<file path="src/rtl/pipe_stage_elastic.sv">
// pipe_stage_elastic: elastic register chain of STAGES slots plus one skid entry.
// Words advance whenever the slot above is free or draining, so bubbles collapse.
// InReady comes only from Reset and the skid valid bit, never from OutReady.
// Flush clears every valid bit and leaves the data registers as they were.
// Build option: define PIPE_STAGE_ELASTIC_PERF_EN to add the StallCount output.
module pipe_stage_elastic #(
    parameter int WIDTH  = 32,
    parameter int STAGES = 1
) (
    input  logic             Clk,
    input  logic             Reset,
    input  logic             InValid,
    output logic             InReady,
    input  logic [WIDTH-1:0] InData,
    output logic             OutValid,
    input  logic             OutReady,
    output logic [WIDTH-1:0] OutData,
    input  logic             Flush,
    output logic [3:0]       Occupancy
`ifdef PIPE_STAGE_ELASTIC_PERF_EN
    ,
    output logic [31:0]      StallCount
`endif
);

    localparam int LAST = STAGES - 1;

    logic [STAGES-1:0]            slotValid;
    logic [STAGES-1:0]            slotValidNext;
    logic [STAGES-1:0]            slotAdvance;
    logic [STAGES-1:0][WIDTH-1:0] slotData;
    logic [STAGES-1:0][WIDTH-1:0] slotDataNext;
    logic                         skidValid;
    logic                         skidValidNext;
    logic [WIDTH-1:0]             skidData;
    logic [WIDTH-1:0]             skidDataNext;
    logic                         accept;
    logic                         slot0Open;

    assign InReady   = Reset & ~skidValid;
    assign accept    = InValid & InReady;
    assign OutValid  = slotValid[LAST];
    assign OutData   = slotData[LAST];
    assign slot0Open = ~slotValid[0] | slotAdvance[0];

    // A full slot moves up when the output drains or any slot above it is empty.
    always_comb begin
        logic roomAbove;
        roomAbove   = OutReady;
        slotAdvance = '0;
        for (int i = LAST; i >= 0; i--) begin
            slotAdvance[i] = slotValid[i] & roomAbove;
            roomAbove      = roomAbove | ~slotValid[i];
        end
    end

    // Next-state for slots and skid; the skid always has priority into slot 0.
    always_comb begin
        slotValidNext = slotValid;
        slotDataNext  = slotData;
        skidValidNext = skidValid;
        skidDataNext  = skidData;
        for (int i = LAST; i >= 1; i--) begin
            if (slotAdvance[i-1]) begin
                slotValidNext[i] = 1'b1;
                slotDataNext[i]  = slotData[i-1];
            end else if (slotAdvance[i]) begin
                slotValidNext[i] = 1'b0;
            end
        end
        if (slot0Open) begin
            if (skidValid) begin
                slotValidNext[0] = 1'b1;
                slotDataNext[0]  = skidData;
                skidValidNext    = 1'b0;
            end else if (accept) begin
                slotValidNext[0] = 1'b1;
                slotDataNext[0]  = InData;
            end else begin
                slotValidNext[0] = 1'b0;
            end
        end else if (accept) begin
            skidValidNext = 1'b1;
            skidDataNext  = InData;
        end
    end

    // State registers: Flush squashes valid bits only, data keeps its contents.
    always_ff @(posedge Clk or negedge Reset) begin
        if (!Reset) begin
            slotValid <= '0;
            skidValid <= 1'b0;
            slotData  <= '0;
            skidData  <= '0;
        end else begin
            slotValid <= Flush ? '0 : slotValidNext;
            skidValid <= ~Flush & skidValidNext;
            if (!Flush) begin
                slotData <= slotDataNext;
                skidData <= skidDataNext;
            end
        end
    end

    // Occupancy is the population count of every valid bit, skid included.
    always_comb begin
        Occupancy = {3'b000, skidValid};
        for (int i = 0; i < STAGES; i++) begin
            Occupancy = Occupancy + {3'b000, slotValid[i]};
        end
    end

`ifdef PIPE_STAGE_ELASTIC_PERF_EN
    // Saturating count of edges where the output word is held by downstream.
    always_ff @(posedge Clk or negedge Reset) begin
        if (!Reset) begin
            StallCount <= '0;
        end else if (OutValid && !OutReady && (StallCount != 32'hFFFF_FFFF)) begin
            StallCount <= StallCount + 32'd1;
        end
    end
`endif

endmodule

</file>
<file path="config.mk">
export PLATFORM = sky130hd
export DESIGN_NAME = pipe_stage_elastic
export DESIGN_NICKNAME = d
export VERILOG_FILES = /design/src/rtl/pipe_stage_elastic.sv
export SDC_FILE = /design/constraint.sdc
export NUM_CORES = 1
export LEC_CHECK = 0
export CAP_MARGIN = 20
export CORE_ASPECT_RATIO = 1.75
export CORE_MARGIN = 2
export CORE_UTILIZATION = 48
export CTS_CLUSTER_DIAMETER = 50
export DETAILED_ROUTE_END_ITERATION = 8
export PLACE_DENSITY = 0.75
export SYNTH_ARGS = -nofsm -noshare
export SYNTH_HDL_FRONTEND = slang
export SYNTH_SLANG_ARGS = --single-unit
export TNS_END_PERCENT = 10
</file>
<file path="constraint.sdc">
create_clock -name Clk -period 2.3 [get_ports Clk]
set_input_delay 0.575 -clock Clk [delete_from_list [all_inputs] [get_ports Clk]]
set_output_delay 0.575 -clock Clk [all_outputs]
set_load 0.005 [all_outputs]
</file>
==> results_dict.tcl, run 1 <==
set metrics [dict create \
    antenna_found_initial 0 \
    ant_nets 0 \
    synth.distinct_cells 18 \
    avgSynthCellArea_um2 15.71 \
    synth-seq-cells 66 \
    post-place-ws_ns -0.03756 \
    r2r-end "OutData[1]" \
    n_fill_cell 461 \
    wire_per_inst_um 15.87 \
    io-pin-count 75 \
    clk_pin_slew_ns 0.07 \
    clkLatencyLatePin_ns 0.34 \
    critPathKind "reg2out" \
    nets 310 \
    cp.required_ns 1.73 \
    cts_setup_buffers 0 \
    dpl-instance-area_um2 3755 \
    core.rowCount 37 \
    postCtsHoldBufs 0 \
    layout_setup_ws_ns 0.1416 \
    grt_pass1_wl_mm 9.584 \
    cts_tree "done" \
    setup.worst_path.end "Occupancy[0]" \
    leakage_nw 1.701 \
    fin_skew_ns 0.005119 \
    synthFlopType "dfrtp_1" \
    r2r-start "skidValid" \
    io_buffers 72 \
    min-delay-path-class "in2async" \
    synth_top_area_cell "dfrtp_1" \
    fin_crit_ns 2.158 \
    drt_iter0_drc 38 \
    start_kind "flop" \
    place_congestion 0.7186 \
    synth.area.top_cells "dfrtp_1 (57%), mux2_2 (36%), buf_4 (1.3%)" \
    clock_sinks 66 \
    dp_hpwl_mm 4.095 \
    dieArea_um2 6719 \
    yosysWarnings 0 \
    yosysSeqAreaShare_pct 56.82 \
    max_freq_mhz 463.3 \
    syn-instance-count 185 \
    synth.top_cell.area_share_pct 56.82 \
    peakVddDrop_mv 0.4952 \
    floorplan.die.width_um 62.83 \
    outcome "complete, no violations" \
    path_max_fanout 5 \
    finalHoldViolations 0 \
    synthArstFlopShare_pct 100.0 \
    cp-end-kind "output port" \
    post_cts_resized 0 \
    path_cells "ha_1 > clkdlybuf4s50_1" \
    vias_per_cell 5.034 \
    drc 0 \
    synth_most_common_cell "mux2_2" \
    start_util_pct 49.44 \
    synth_common_cells "mux2_2 (94), dfrtp_1 (66), buf_4 (5)" \
    layout-drive-gt1-share_pct 46.57 \
    cp_slowest_stage_delay_ns 0.49 \
    slowest_stage "clkdlybuf4s50_1" \
    core_area_um2 5879 \
    grt_use_total_pct 18.87 \
    finalCritPeriodShare_pct 93.85 \
    numCtsBuffers 9 \
    drv_slew 0 \
    finalPower_mw 3.021 \
    maxCapViolCount 0 \
    h-tree-depth 3 \
    antenna-diode-count 0 \
    final_core_util_pct 67.10 \
    die_y_um 106.9 \
    drt_first_pass_iters 4 \
    clockRootBuffer "clkbuf_8" \
    synth_area_um2 2907 \
    fin_cells 355 \
    clk_path_buf_depth 2 \
    final-setup-viol-count 0 \
    crit_start "skidValid" \
    grt_max_degree 35 \
    grt_pass1_vias 1897 \
    cp.arrival_ns 1.58 \
    rsz0062_at_grt "false" \
    wirelength_mm 5.634 \
    ff2ff_setup_slack_ns 0.54 \
    area_growth_pct 35.73 \
    fin_area_um2 3945 \
    via_count 1787 \
    synth_edf_count 0 \
    dpl.cell_count 339 \
    power-per-cell-area_nw_per_um2 765.8 \
    grt-ovfl-total 0 \
    r2r_cells 5 \
]
[per-stage QoR]
stage	hold WS (ns)	TNS, ns
3_3_place_gp	0.4635	0
4_1_cts	0.1847	0
6_report	0.1910	0
2_1_floorplan	0.2794	0
5_1_grt	0.1920	0
3_5_place_dp	0.4720	-0.5011
[kinds of logic (layout without fill, tap and decap cells)]
logic type,after synthesis,count (layout),synth area share (%)
mux,96,96,37.19
flops,66,66,56.82
buf+inv,12,103,3.013
simple gates,7,7,2.066
compound gates,2,2,0.3444
fa+ha+maj,1,1,0.4304
other cells,1,2,0.1290
[state kept, by name, summed over array words and instances, names as in the netlist]
name,flops
OutValid,1
OutData,32
skidData,32
skidValid,1
[metal layers]
layer | up-vias | part of all wire [%] | global-route usage (%)
li1 | 841 | - | -
met1 | 877 | 45 | 24.01
met2 | 61 | 48 | 29.57
met3 | 8 | 5.2 | 5.771
met4 | 0 | 1.7 | 8.571
met5 | - | 0 | 0
[critical path, delay by kind of cell, from the launching register on]
family | cells | cell delay, ns
flops | 1 | 0.46
fa+ha+maj | 1 | 0.30
buf+inv | 1 | 0.49
[worst min path at each step]
stage	endpoint	slack (ns)
2_1_floorplan	OutData[0]	0.28
3_3_place_gp	skidData[5]	0.46
3_5_place_dp	skidData[6]	0.47
4_1_cts	OutData[13]	0.18
5_1_grt	OutValid	0.19
6_report	OutValid	0.19
[final cells by class]
| cell class | instances | area [um2] | share of cell area, % |
|---|---|---|---|
| Sequential cell | 66 | 1652 | 41.86 |
| Tap cell | 78 | 97.59 | 2.474 |
| Multi-Input combinational cell | 108 | 1177 | 29.84 |
| Clock buffer | 12 | 165.2 | 4.186 |
| Clock inverter | 4 | 25.02 | 0.6343 |
| Timing Repair Buffer | 87 | 828.3 | 21.00 |
[power by group]
| part | leakage [nW] | internal [mW] | switching, mW |
|---|---|---|---|
| logic | 0.779 | 0.452 | 0.178 |
| clock network | 0.0944 | 0.475 | 0.433 |
| registers | 0.828 | 1.37 | 0.107 |
[cells in the final DEF (no fill, tap or decap)]
cell / Yosys / layout
mux2_2: 94 / 94
clkdlybuf4s50_1: 0 / 71
dfrtp_1: 66 / 66
buf_4: 5 / 15
clkbuf_8: 0 / 12
a21oi_1: 2 / 2
mux2_1: 2 / 2
conb_1: 1 / 2
clkinv_2: 0 / 2
clkinvlp_4: 0 / 2
nor2b_1: 1 / 1
or3b_4: 1 / 1
nor2_1: 1 / 1
nand2b_1: 1 / 1
nor3b_4: 0 / 1
nand2_1: 1 / 1
nor3_4: 1 / 1
ha_1: 1 / 1
buf_2: 1 / 1
Power figures use the tool's default switching activity.
==> run 2, diff against run 1 <==
- ABC_CLOCK_PERIOD_IN_PS: not set -> 2300
- CAP_MARGIN: 20 -> 10
- CORE_ASPECT_RATIO: 1.75 -> 1.2
==> run 2 against run 1 <==
  * Critical path depth is the same
  * Fmax grew 1.9%
  * Clock skew grew 0.00092 ns
  * Via count shrank 0.17%
  * Final cell count shrank 0.85%
  * Largest cell class unchanged
  * Critical path type unchanged
  * Sequential cell count is the same
  * Non-clock buffer count shrank 6
  * Count of clock-buffer cells in the layout is the same
  * Highest routed layer unchanged
==> results_dict.tcl, run 2 (synthesis gave the netlist of run 1 again) <==
set metrics [dict create \
    outcome "complete, no violations" \
    drc 0 \
    multi_input_area_um2 1177 \
    io_buffers 72 \
    critPathKind "reg2out" \
    rsz0062_at_grt "false" \
    core.rowCount 31 \
    grt_pass1_wl_mm 8.776 \
    whs_ns 0.07209 \
    cp.required_ns 1.73 \
    start_kind "flop" \
    final_common_cell "mux2_2" \
    leakage_nw 1.673 \
    finalHoldViolations 0 \
    wirelength_mm 5.351 \
    regArea_um2 1652 \
    antenna_found_initial 0 \
    r2r_cells 5 \
    cts_tree "done" \
    clk_path_buf_depth 2 \
    start_util_pct 48.98 \
    ant_nets 0 \
    wire_per_inst_um 15.20 \
    io-pin-count 75 \
    drv_slew 0 \
    ff2ff_setup_slack_ns 0.49 \
    fin_crit_ns 2.118 \
    power-per-cell-area_nw_per_um2 751.6 \
    n_fill_cell 472 \
    cts_setup_buffers 0 \
    grt_pass1_vias 1864 \
    peakVddDrop_mv 0.4189 \
    h-tree-depth 3 \
    core_area_um2 5934 \
    layout-drive-gt1-share_pct 44.81 \
    clock_sinks 66 \
    post_cts_resized 0 \
    cp-end-kind "output port" \
    clockRootBuffer "clkbuf_8" \
    cp.arrival_ns 1.54 \
    floorplan.die.width_um 75.04 \
    via_count 1784 \
    path_max_fanout 4 \
    clkLatencyLatePin_ns 0.32 \
    clk_pin_slew_ns 0.06 \
    numCtsBuffers 9 \
    fin_skew_ns 0.006035 \
    crit_start "OutValid" \
    die_y_um 89.24 \
    vias_per_cell 5.068 \
    min-delay-path-class "in2async" \
    area_growth_pct 34.52 \
    drt_iter0_drc 65 \
    postCtsHoldBufs 0 \
    grt_use_total_pct 17.85 \
    grt-ovfl-total 0 \
    dieArea_um2 6696 \
    maxCapViolCount 0 \
    nets 304 \
    final-setup-viol-count 0 \
    r2r-start "skidValid" \
    finalCritPeriodShare_pct 92.08 \
    layout_common_cells "mux2_2 (94), clkdlybuf4s50_1 (71), dfrtp_1 (66)" \
    r2r-end "OutData[0]" \
    dp_hpwl_mm 3.670 \
    grt_max_degree 33 \
    setup.worst_path.end "Occupancy[0]" \
    max_freq_mhz 472.2 \
    setup_tns_ns 0 \
    place_congestion 0.7185 \
    drt_first_pass_iters 4 \
    antenna-diode-count 0 \
]
[run 2: worst min path at each step]
stage,end
after floorplan,OutData[0]
after global placement,OutValid
after detailed placement,OutValid
after CTS,OutValid
after global routing,OutValid
final,OutValid
[run 2: report_power, final]
part	total, mW	switching, mW	internal, mW
Sequential	1.48	0.106	1.38
Clock	0.833	0.394	0.439
Combinational	0.624	0.174	0.451
[run 2: stage by stage]
stage | worst slack [ns] | utilization [%] | total power, mW | std cells | instance area, um2
after CTS | 0.1445 | 65.89 | 2.985 | 352 | 3910
after global routing | 0.1158 | 65.89 | 3.105 | 352 | 3910
after floorplan | 0.4718 | - | 1.736 | 186 | 2910
after detailed placement | 0.004774 | 63.02 | 2.137 | 337 | 3740
after global placement | 0.01706 | 63.02 | 2.118 | 337 | 3740
final | 0.1822 | 65.89 | 2.939 | 352 | 3910
[run 2: final cells by class]
class | count | share of cell area [%]
clock buffer | 12 | 3.968
timing repair buffer | 81 | 20.67
clock inverter | 3 | 0.3840
multi-input combinational | 108 | 30.11
tap | 82 | 2.624
sequential | 66 | 42.24
[run 2: metal layers]
metal	vias to the layer above	GRT usage, %	part of all wire (%)
met5	-	0	0
li1	822	-	-
met1	902	22.37	44
met3	5	6.088	6.7
met2	55	28.79	48
met4	0	6.331	1.3
[run 2: worst max-delay path, cell delays in order (launching register included)]
cell	delay [ns]
dfrtp_1	0.42
ha_1	0.30
clkdlybuf4s50_1	0.50
==> run 3, diff against run 2 <==
- MAX_ROUTING_LAYER: not set -> met4
==> run 3 against run 2 <==
  * Global-route usage up 0.57 points
  * Register-to-register slack hardly changed
  * Setup slack hardly changed
  * Final cell count did not move
  * Sequential power barely moved
  * Largest cell class unchanged
  * Clock power hardly changed
  * Sequential share of layout area unchanged
  * Combinational power hardly changed
  * Routed wire length is 0.37% lower
  * Critical endpoint unchanged
  * Critical path depth stayed put
  * Clock skew hardly changed
  * Design area did not move
  * Largest power group unchanged
==> results_dict.tcl, run 3 (synthesis gave the netlist of run 1 again) <==
set metrics [dict create \
    rsz0062_at_grt "false" \
    io_buffers 72 \
    cp-end-kind "output port" \
    comb_power_share_pct 21.3 \
    leakage_nw 1.673 \
    crit_buf_inv 1 \
    core.rowCount 31 \
    die_y_um 89.24 \
    post_cts_resized 0 \
    finalCritPeriodShare_pct 92.10 \
    min-delay-path-class "in2async" \
    dieArea_um2 6696 \
    h-tree-depth 3 \
    drt_iter0_drc 68 \
    nets 304 \
    wire_per_inst_um 15.14 \
    clk_path_buf_depth 2 \
    clock_sinks 66 \
    antenna-diode-count 0 \
    outcome "complete, no violations" \
    clockPowerShare_pct 28.3 \
    postCtsHoldBufs 0 \
    cp.required_ns 1.73 \
    grt_max_degree 33 \
    power_switching_mw 0.6709 \
    crit_family "buffers and inverters" \
    clockRootBuffer "clkbuf_8" \
    dp_hpwl_mm 3.670 \
    layout-drive-gt1-share_pct 44.81 \
    clk_pin_slew_ns 0.06 \
    wirelength_mm 5.331 \
    antenna_found_initial 0 \
    cts_tree "done" \
    fin_crit_ns 2.118 \
    p_sw_share_pct 22.85 \
    grt_pass1_vias 1863 \
    ant_nets 0 \
    via_count 1780 \
    cp_slowest_stage_delay_ns 0.50 \
    maxCapViolCount 0 \
    r2r-start "skidValid" \
    max_freq_mhz 472.1 \
    finalHoldViolations 0 \
    cts_setup_buffers 0 \
    p_int_mw 2.265 \
    grt_pass1_wl_mm 8.797 \
    fin_skew_ns 0.006163 \
    setup_tns_ns 0 \
    layout_setup_ws_ns 0.1818 \
    io-pin-count 75 \
    path_max_fanout 4 \
    critPathKind "reg2out" \
    vias_per_cell 5.057 \
    start_kind "flop" \
    post-place-ws_ns 0.004774 \
    drv_slew 0 \
    layout_common_cells "mux2_2 (94), clkdlybuf4s50_1 (71), dfrtp_1 (66)" \
    cp.arrival_ns 1.54 \
    power-per-cell-area_nw_per_um2 750.9 \
    p_seq_share_pct 50.4 \
    drc 0 \
    final-setup-viol-count 0 \
    grt-ovfl-total 0 \
    floorplan.die.width_um 75.04 \
    finalPower_mw 2.936 \
    area_growth_pct 34.52 \
    peakVddDrop_mv 0.4189 \
    start_util_pct 48.98 \
    drt_first_pass_iters 4 \
    slowest_stage "clkdlybuf4s50_1" \
    final_common_cell "mux2_2" \
    place_congestion 0.7269 \
    final_core_util_pct 65.89 \
    path_cells "ha_1 > clkdlybuf4s50_1" \
    clkLatencyLatePin_ns 0.32 \
    grt_use_total_pct 18.42 \
    core_area_um2 5934 \
    crit_start "OutValid" \
    numCtsBuffers 9 \
]
==> run 3: final timing paths <==
check | endpoint | slack [ns] | cells after the start
setup / recovery | Occupancy[0] | 0.18 | 2
hold / removal | OutValid | 0.07 | 1
setup reg to reg | OutData[0] | 0.49 | 5
hold reg to reg | skidData[5] | 0.49 | 1
max in group asynchronous | skidData[22] | 1.60 | 2
min in group Clk | skidData[5] | 0.49 | 1
==> run 3: through the flow <==
stage,hold slack (ns),instances,cell area (um2)
3_3_place_gp,0.4121,337,3740
4_1_cts,0.04867,352,3910
5_1_grt,0.04903,352,3910
3_5_place_dp,0.4091,337,3740
2_1_floorplan,0.2794,186,2910
6_report,0.07166,352,3910
==> run 3: cell type report <==
class	count	area, um2
clock buffer	12	155.1
clock inverter	3	15.01
fill	472	2024
multi-input combinational	108	1177
sequential	66	1652
tap	82	102.6
timing repair buffer	81	808.3
==> run 3: per-layer routing <==
layer  part of all wire [%]  wire length (um)  track usage, %
met1                     43              2278           22.52
met2                     50              2644           28.87
met3                    7.0               375           5.862
met4                   0.60                32           6.331
met5                      0                 0               -
==> run 3: power by group through the flow <==
stage / clock network [mW] / registers (mW) / logic [mW]
floorplan: 0 / 1.49 / 0.243
global placement: 0 / 1.50 / 0.620
detailed placement: 0 / 1.50 / 0.632
CTS: 0.864 / 1.49 / 0.636
global route: 0.910 / 1.51 / 0.684
finish: 0.831 / 1.48 / 0.624
